<file path="config.mk">
export PLATFORM = sky130hd
export DESIGN_NAME = uart_rx
export DESIGN_NICKNAME = d
export VERILOG_FILES = /design/src/rtl/uart_rx.sv
export SDC_FILE = /design/constraint.sdc
export NUM_CORES = 1
export LEC_CHECK = 0
export BUFFER_PORTS_ARGS = -buffer_cell sky130_fd_sc_hd__buf_2
export CORE_ASPECT_RATIO = 0.6
export CORE_UTILIZATION = 50
export DETAILED_ROUTE_END_ITERATION = 6
export GPL_TIMING_DRIVEN = 0
export PLACE_DENSITY_LB_ADDON = 0.25
export SETUP_SLACK_MARGIN = 0.4
export SYNTH_ARGS = -nofsm -noshare
export SYNTH_HDL_FRONTEND = slang
export SYNTH_SLANG_ARGS = --single-unit
</file>
<file path="constraint.sdc">
create_clock -name clk -period 6.9 [get_ports clk]
set_clock_uncertainty 0.2 [all_clocks]
set_input_delay 1.38 -clock clk [delete_from_list [all_inputs] [get_ports clk]]
set_output_delay 1.38 -clock clk [all_outputs]
set_load 0.01 [all_outputs]
</file>
<file path="src/rtl/uart_rx.sv">
// 8N1 UART receiver with programmable bit period and a ready/acknowledge holding register.
// One bit lasts cycles_per_bit+1 clocks; bits are sampled near mid-bit, LSB first.
module uart_rx #(
    parameter logic [15:0] UART_SPEED_DEFAULT = 16'h186a,
    parameter int unsigned SYNC_STAGES        = 2
) (
    input  logic        clk,
    input  logic        reset,
    input  logic        rx,
    input  logic [15:0] data,
    input  logic        set,
    input  logic        rd,
    output logic [7:0]  rx_data,
    output logic        rx_ready,
    output logic        rx_valid,
    output logic        frame_err,
    output logic        overrun,
    output logic        busy
);

    typedef enum logic [2:0] {StIdle, StStart, StData, StStop, StBreak} state_e;

    state_e                 state_q, state_d;
    logic [SYNC_STAGES-1:0] sync_q;
    logic [15:0]            cpb_q, cpb_d;
    logic [15:0]            cnt_q, cnt_d;
    logic [2:0]             bit_idx_q, bit_idx_d;
    logic [7:0]             shift_q, shift_d;
    logic [7:0]             rx_data_q, rx_data_d;
    logic                   rx_ready_q, rx_ready_d;
    logic                   rx_valid_q, rx_valid_d;
    logic                   frame_err_q, frame_err_d;
    logic                   overrun_q, overrun_d;
    logic                   good_byte;
    logic                   rx_s;
    logic [15:0]            half;

    assign rx_s = sync_q[SYNC_STAGES-1];
    assign half = {1'b0, cpb_q[15:1]};

    always_ff @(posedge clk or negedge reset) begin
        if (!reset) begin
            sync_q      <= '1;
            state_q     <= StIdle;
            cpb_q       <= UART_SPEED_DEFAULT;
            cnt_q       <= '0;
            bit_idx_q   <= '0;
            shift_q     <= '0;
            rx_data_q   <= '0;
            rx_ready_q  <= 1'b0;
            rx_valid_q  <= 1'b0;
            frame_err_q <= 1'b0;
            overrun_q   <= 1'b0;
        end else begin
            sync_q      <= {sync_q[SYNC_STAGES-2:0], rx};
            state_q     <= state_d;
            cpb_q       <= cpb_d;
            cnt_q       <= cnt_d;
            bit_idx_q   <= bit_idx_d;
            shift_q     <= shift_d;
            rx_data_q   <= rx_data_d;
            rx_ready_q  <= rx_ready_d;
            rx_valid_q  <= rx_valid_d;
            frame_err_q <= frame_err_d;
            overrun_q   <= overrun_d;
        end
    end

    always_comb begin
        state_d     = state_q;
        cpb_d       = cpb_q;
        cnt_d       = cnt_q;
        bit_idx_d   = bit_idx_q;
        shift_d     = shift_q;
        rx_data_d   = rx_data_q;
        rx_ready_d  = rx_ready_q;
        rx_valid_d  = 1'b0;
        frame_err_d = 1'b0;
        overrun_d   = overrun_q;
        good_byte   = 1'b0;

        // A rate change abandons any frame in flight.
        if (set) begin
            cpb_d   = data;
            state_d = StIdle;
            cnt_d   = '0;
        end else begin
            case (state_q)
                StIdle: begin
                    if (!rx_s) begin
                        state_d = StStart;
                        cnt_d   = '0;
                    end
                end
                StStart: begin
                    if (cnt_q == half) begin
                        cnt_d = '0;
                        if (!rx_s) begin
                            state_d   = StData;
                            bit_idx_d = '0;
                        end else begin
                            state_d = StIdle;
                        end
                    end else begin
                        cnt_d = cnt_q + 16'd1;
                    end
                end
                StData: begin
                    if (cnt_q == cpb_q) begin
                        shift_d[bit_idx_q] = rx_s;
                        cnt_d              = '0;
                        if (bit_idx_q == 3'd7) begin
                            state_d = StStop;
                        end else begin
                            bit_idx_d = bit_idx_q + 3'd1;
                        end
                    end else begin
                        cnt_d = cnt_q + 16'd1;
                    end
                end
                StStop: begin
                    if (cnt_q == cpb_q) begin
                        cnt_d = '0;
                        if (rx_s) begin
                            good_byte  = 1'b1;
                            rx_data_d  = shift_q;
                            rx_valid_d = 1'b1;
                            state_d    = StIdle;
                        end else begin
                            frame_err_d = 1'b1;
                            state_d     = StBreak;
                        end
                    end else begin
                        cnt_d = cnt_q + 16'd1;
                    end
                end
                StBreak: begin
                    if (rx_s) begin
                        state_d = StIdle;
                    end
                end
                default: state_d = StIdle;
            endcase
        end

        // A new byte beats a simultaneous acknowledge.
        if (good_byte) begin
            rx_ready_d = 1'b1;
            if (rd) begin
                overrun_d = 1'b0;
            end else if (rx_ready_q) begin
                overrun_d = 1'b1;
            end
        end else if (rd) begin
            rx_ready_d = 1'b0;
            overrun_d  = 1'b0;
        end
    end

    assign rx_data   = rx_data_q;
    assign rx_ready  = rx_ready_q;
    assign rx_valid  = rx_valid_q;
    assign frame_err = frame_err_q;
    assign overrun   = overrun_q;
    assign busy      = (state_q != StIdle);

endmodule

</file>
==> flow_results.xml <==
<?xml version="1.0" encoding="UTF-8"?>
<metrics>
  <group name="die">
    <metric name="total_core_area" unit="sq um">5830</metric>
    <metric name="initial_core_utilization" unit="%">54.1</metric>
    <metric name="floorplan.die.height" unit="um">63.5</metric>
    <metric name="top_level_ports" unit="">34</metric>
    <metric name="width_of_the_chip" unit="um">105</metric>
    <metric name="placementRows" unit="">21</metric>
    <metric name="fp.dieArea" unit="sq um">6640</metric>
  </group>
  <group name="yosys">
    <metric name="mean_area_per_synthesized_cell" unit="sq um">10.4</metric>
    <metric name="netlist_area" unit="sq um">3160</metric>
    <metric name="netlist-cell-type-count" unit="">51</metric>
    <metric name="number_of_storage_elements_in_the_synthesis_netlist" unit="">60</metric>
    <metric name="synth.area.top_cells" unit="">sky130_fd_sc_hd__dfrtp_1 41%, sky130_fd_sc_hd__mux2_2 7.5%, sky130_fd_sc_hd__dfstp_2 6.7%</metric>
    <metric name="synth.yosys.warnings" unit="">0</metric>
    <metric name="synthArstFlopShare" unit="%">100</metric>
    <metric name="post_syn_instances" unit="">303</metric>
    <metric name="ys_dominant_reg_cell" unit="">sky130_fd_sc_hd__dfrtp_1</metric>
    <metric name="synth_enable_flop_cells" unit="">0</metric>
    <metric name="netlist.top_cell.by_area" unit="">sky130_fd_sc_hd__dfrtp_1</metric>
    <metric name="synth_seq_area_share" unit="%">47.9</metric>
    <metric name="synth.net_count" unit="">327</metric>
    <metric name="yosysTopAreaCellShare" unit="%">41.2</metric>
  </group>
  <group name="route">
    <metric name="met2RoutedLength" unit="um">2610</metric>
    <metric name="drc_errors" unit="">0</metric>
    <metric name="firstDrtPassIters" unit="">5</metric>
    <metric name="postRouteAntennaNets" unit="">0</metric>
    <metric name="drt-initial-drc-count" unit="">133</metric>
    <metric name="dr_total_vias" unit="">2416</metric>
    <metric name="route.top_layer_used" unit="">met4</metric>
    <metric name="wire_per_inst" unit="um">15.9</metric>
    <metric name="totalWireLength" unit="um">6870</metric>
    <metric name="post_drt_via_cell_ratio" unit="">5.59</metric>
    <metric name="m1WireLength" unit="um">3760</metric>
    <metric name="route.met3.wl" unit="um">432</metric>
  </group>
  <group name="setup_path">
    <metric name="crit_start" unit="">state_q[0]$_DFFE_PN0P_</metric>
    <metric name="crit_arrival" unit="ps">1570</metric>
    <metric name="cp_max_fo" unit="">10</metric>
    <metric name="cp.required" unit="ps">5320</metric>
    <metric name="worst_r2r_startpoint" unit="">cnt_q[6]$_DFFE_PN0P_</metric>
    <metric name="worst-setup-path-type" unit="">register to primary output</metric>
    <metric name="r2r.worst_path.cells" unit="">8</metric>
    <metric name="crit-reg2reg-capture" unit="">shift_q[3]$_DFFE_PN0P_</metric>
    <metric name="cpPeakStageDelay" unit="ps">440</metric>
    <metric name="slowest_stage" unit="">sky130_fd_sc_hd__dfrtp_1</metric>
    <metric name="crit_path_cell_trace" unit="">clkbuf_1 -&gt; or3_1 -&gt; buf_2</metric>
    <metric name="worst_r2r_setup_slack" unit="ps">4210</metric>
    <metric name="endpoint_of_the_most_critical_setup_path" unit="">busy</metric>
    <metric name="worst_setup_path_start_kind" unit="">register</metric>
    <metric name="cp-end-kind" unit="">primary output</metric>
  </group>
  <group name="sta">
    <metric name="fin_crit_sh" unit="%">45.7</metric>
    <metric name="fmaxAchievable" unit="MHz">317</metric>
    <metric name="setup_repair_after_global_routing_missed_its_margin" unit="">false</metric>
    <metric name="timing.final.ws_setup" unit="ps">3750</metric>
    <metric name="report.final.hold_viol_count" unit="">0</metric>
    <metric name="setup-tns-final" unit="ps">0</metric>
    <metric name="timing.max_slew.rel_slack" unit="%">50.6</metric>
    <metric name="min_period" unit="ps">3150</metric>
    <metric name="finalMaxSlewViolations" unit="">0</metric>
    <metric name="setup_viol_count_final" unit="">0</metric>
    <metric name="timing_worst_slew_pin_value" unit="ps">742</metric>
    <metric name="final.hold.worst_slack" unit="ps">160</metric>
  </group>
  <group name="clocking">
    <metric name="hold_buffers_post_cts" unit="">0</metric>
    <metric name="worst_skew_pair.late_latency" unit="ps">340</metric>
    <metric name="clock-root-buffer" unit="">sky130_fd_sc_hd__clkbuf_8</metric>
    <metric name="clk_pin_slew_worst_paths" unit="ps">70</metric>
    <metric name="cts_inserted_buffers" unit="">9</metric>
    <metric name="cts-resized-gates" unit="">0</metric>
    <metric name="clock-sinks" unit="">60</metric>
    <metric name="h-tree-depth" unit="">3</metric>
    <metric name="cts.repair_timing.setup_buffer_count" unit="">0</metric>
    <metric name="tritoncts" unit="">built</metric>
    <metric name="max-clock-path-buffers" unit="">2</metric>
  </group>
  <group name="finish">
    <metric name="n_antenna_cell" unit="">0</metric>
    <metric name="n_fill_cell" unit="">496</metric>
    <metric name="area.growth.synth_to_final" unit="%">14.9</metric>
    <metric name="ff_latch_area" unit="sq um">1510</metric>
    <metric name="multiInputGateArea" unit="sq um">1520</metric>
    <metric name="count_of_non_filler_cells_in_the_finished_layout" unit="">432</metric>
    <metric name="fraction_of_final_layout_cells_sized_beyond_drive_strength_1" unit="%">27.6</metric>
    <metric name="numnets_final" unit="">371</metric>
  </group>
  <group name="grt">
    <metric name="number_of_antenna_violations_at_the_first_check_in_global_routing" unit="">0</metric>
    <metric name="via_count_of_the_first_global_routing_pass" unit="">2207</metric>
    <metric name="largest_net_degree_at_the_start_of_global_routing" unit="">61</metric>
    <metric name="grt_first_pass_wirelength" unit="um">11700</metric>
    <metric name="grt-ovfl-total" unit="">0</metric>
    <metric name="gr-usage-all-layers" unit="%">23.6</metric>
  </group>
  <group name="place">
    <metric name="place.port_buffers" unit="">33</metric>
    <metric name="preCtsSetupSlack" unit="ps">3650</metric>
    <metric name="final_hpwl_from_detailed_placement" unit="um">4920</metric>
    <metric name="placedCellCount" unit="">416</metric>
    <metric name="gpl.final_weighted_congestion" unit="">0.915</metric>
  </group>
  <group name="power">
    <metric name="power_density_normalized_to_cell_area" unit="nW/um^2">216</metric>
    <metric name="power.static_leakage" unit="nW">1.73</metric>
    <metric name="worst_ir_drop_vdd" unit="mV">0.132</metric>
  </group>
  <group name="worst_hold_path">
    <metric name="worstHoldPathType" unit="">register to register</metric>
  </group>
  <group name="run">
    <metric name="number_of_maximum_capacitance_violations" unit="">0</metric>
  </group>
  <group name="outcome">
    <metric name="run_status" unit="">finished clean</metric>
  </group>
</metrics>
## state kept, by name, summed over array words and instances (netlist names)
| name | cells |
|---|---|
| cnt_q | 16 |
| sync_q | 2 |
| state_q | 3 |
| rx_data | 8 |
| frame_err | 1 |
| bit_idx_q | 3 |
| shift_q | 8 |
| rx_ready | 1 |
| overrun | 1 |
| rx_valid | 1 |
| cpb_q | 16 |
## kinds of logic after synthesis
family          count (synthesis)  synth area share, %
flops                          60                 47.9
buf+inv                        23                 3.85
mux                            26                 9.24
fa+ha+maj                       3                 1.19
compound gates                 38                 8.49
xor+xnor                       35                 9.71
simple gates                  118                 19.6
## final cells by class
class / instances / share of cell area [%]
clock inverters: 4 / 1.31
inverters: 3 / 0.311
repair buffers: 33 / 4.62
multi-input cells: 220 / 42.0
well taps: 80 / 2.76
flip-flops and latches: 60 / 41.7
clock buffers: 12 / 4.28
plain buffers: 20 / 3.04
## per-layer routing
metal / track usage (%) / up-vias
li1: - / 1144
met1: 38.2 / 1177
met2: 28.9 / 86
met3: 5.90 / 9
met4: 8.57 / 0
met5: 0 / -
## through the flow
step | instance area (sq um) | total power [mW] | util (%)
2_1_floorplan | 3160 | 0.433 | -
3_3_place_gp | 3420 | 0.460 | 58.6
3_5_place_dp | 3420 | 0.462 | 58.6
4_1_cts | 3620 | 0.787 | 62.1
5_1_grt | 3630 | 0.812 | 62.2
6_report | 3630 | 0.782 | 62.2
## where the power goes
group          total, mW  internal (mW)  switching [mW]
Combinational     0.0721         0.0338          0.0383
Sequential         0.384          0.367          0.0172
Clock              0.326          0.185           0.141
Total              0.782          0.586           0.196
## worst max-delay path, delay by kind of cell, from the launching register on
family | cells | cell delay (ps)
DFF | 1 | 440
buffers and inverters | 2 | 400
and+or+nand+nor | 1 | 400
## cells in the mapped netlist (2+ instances only)
cell                        instances
sky130_fd_sc_hd__nand2b_1           3
sky130_fd_sc_hd__nor3_1             7
sky130_fd_sc_hd__a22o_1             2
sky130_fd_sc_hd__dfrtp_1           52
sky130_fd_sc_hd__nor2b_1            2
sky130_fd_sc_hd__mux2_2            21
sky130_fd_sc_hd__inv_1              2
sky130_fd_sc_hd__nand4_1            6
sky130_fd_sc_hd__nor4_1             6
sky130_fd_sc_hd__o21ai_1            5
sky130_fd_sc_hd__or3_1              3
sky130_fd_sc_hd__nand3_1            6
sky130_fd_sc_hd__mux2_1             4
sky130_fd_sc_hd__nor3b_1            5
sky130_fd_sc_hd__nand3b_1           2
sky130_fd_sc_hd__and3_1             4
sky130_fd_sc_hd__xnor2_1           16
sky130_fd_sc_hd__dfstp_2            8
sky130_fd_sc_hd__clkbuf_1           7
sky130_fd_sc_hd__nand2_1           47
sky130_fd_sc_hd__a21o_1             4
sky130_fd_sc_hd__ha_1               3
sky130_fd_sc_hd__buf_1              2
sky130_fd_sc_hd__a211o_1            2
sky130_fd_sc_hd__buf_2              7
sky130_fd_sc_hd__a21oi_1            2
sky130_fd_sc_hd__xor2_1            19
sky130_fd_sc_hd__nor2_1            18
sky130_fd_sc_hd__o21ai_0           13
sky130_fd_sc_hd__buf_6              3
sky130_fd_sc_hd__o2bb2ai_1          2
## cells in the final DEF, fill, tap and decap left out, drive strengths merged, types with 2 or more instances in the layout
cell	count
a22o	2
nor3	9
a21oi	2
o2bb2ai	2
clkbuf	19
nor4	8
inv	3
nand3b	2
ha	3
xnor2	16
nor3b	5
dfrtp	52
mux2	25
xor2	19
nand2b	3
nor2	18
nor2b	2
clkinv	2
a211o	2
and3	4
nand2	47
o21ai	18
dfstp	8
nand4	7
or3	3
buf	46
a21o	4
nand3	6
## how the worst min path moves through the flow
stage	from	to	depth (start not counted)
finish	sync_q[0]$_DFF_PN1_	sync_q[1]$_DFF_PN1_	0
global route	sync_q[0]$_DFF_PN1_	sync_q[1]$_DFF_PN1_	0
CTS	sync_q[0]$_DFF_PN1_	sync_q[1]$_DFF_PN1_	0
detailed placement	sync_q[0]$_DFF_PN1_	sync_q[1]$_DFF_PN1_	0
global placement	sync_q[0]$_DFF_PN1_	sync_q[1]$_DFF_PN1_	0
floorplan	sync_q[0]$_DFF_PN1_	sync_q[1]$_DFF_PN1_	0
Note: power is estimated with default switching activity, not from simulation.
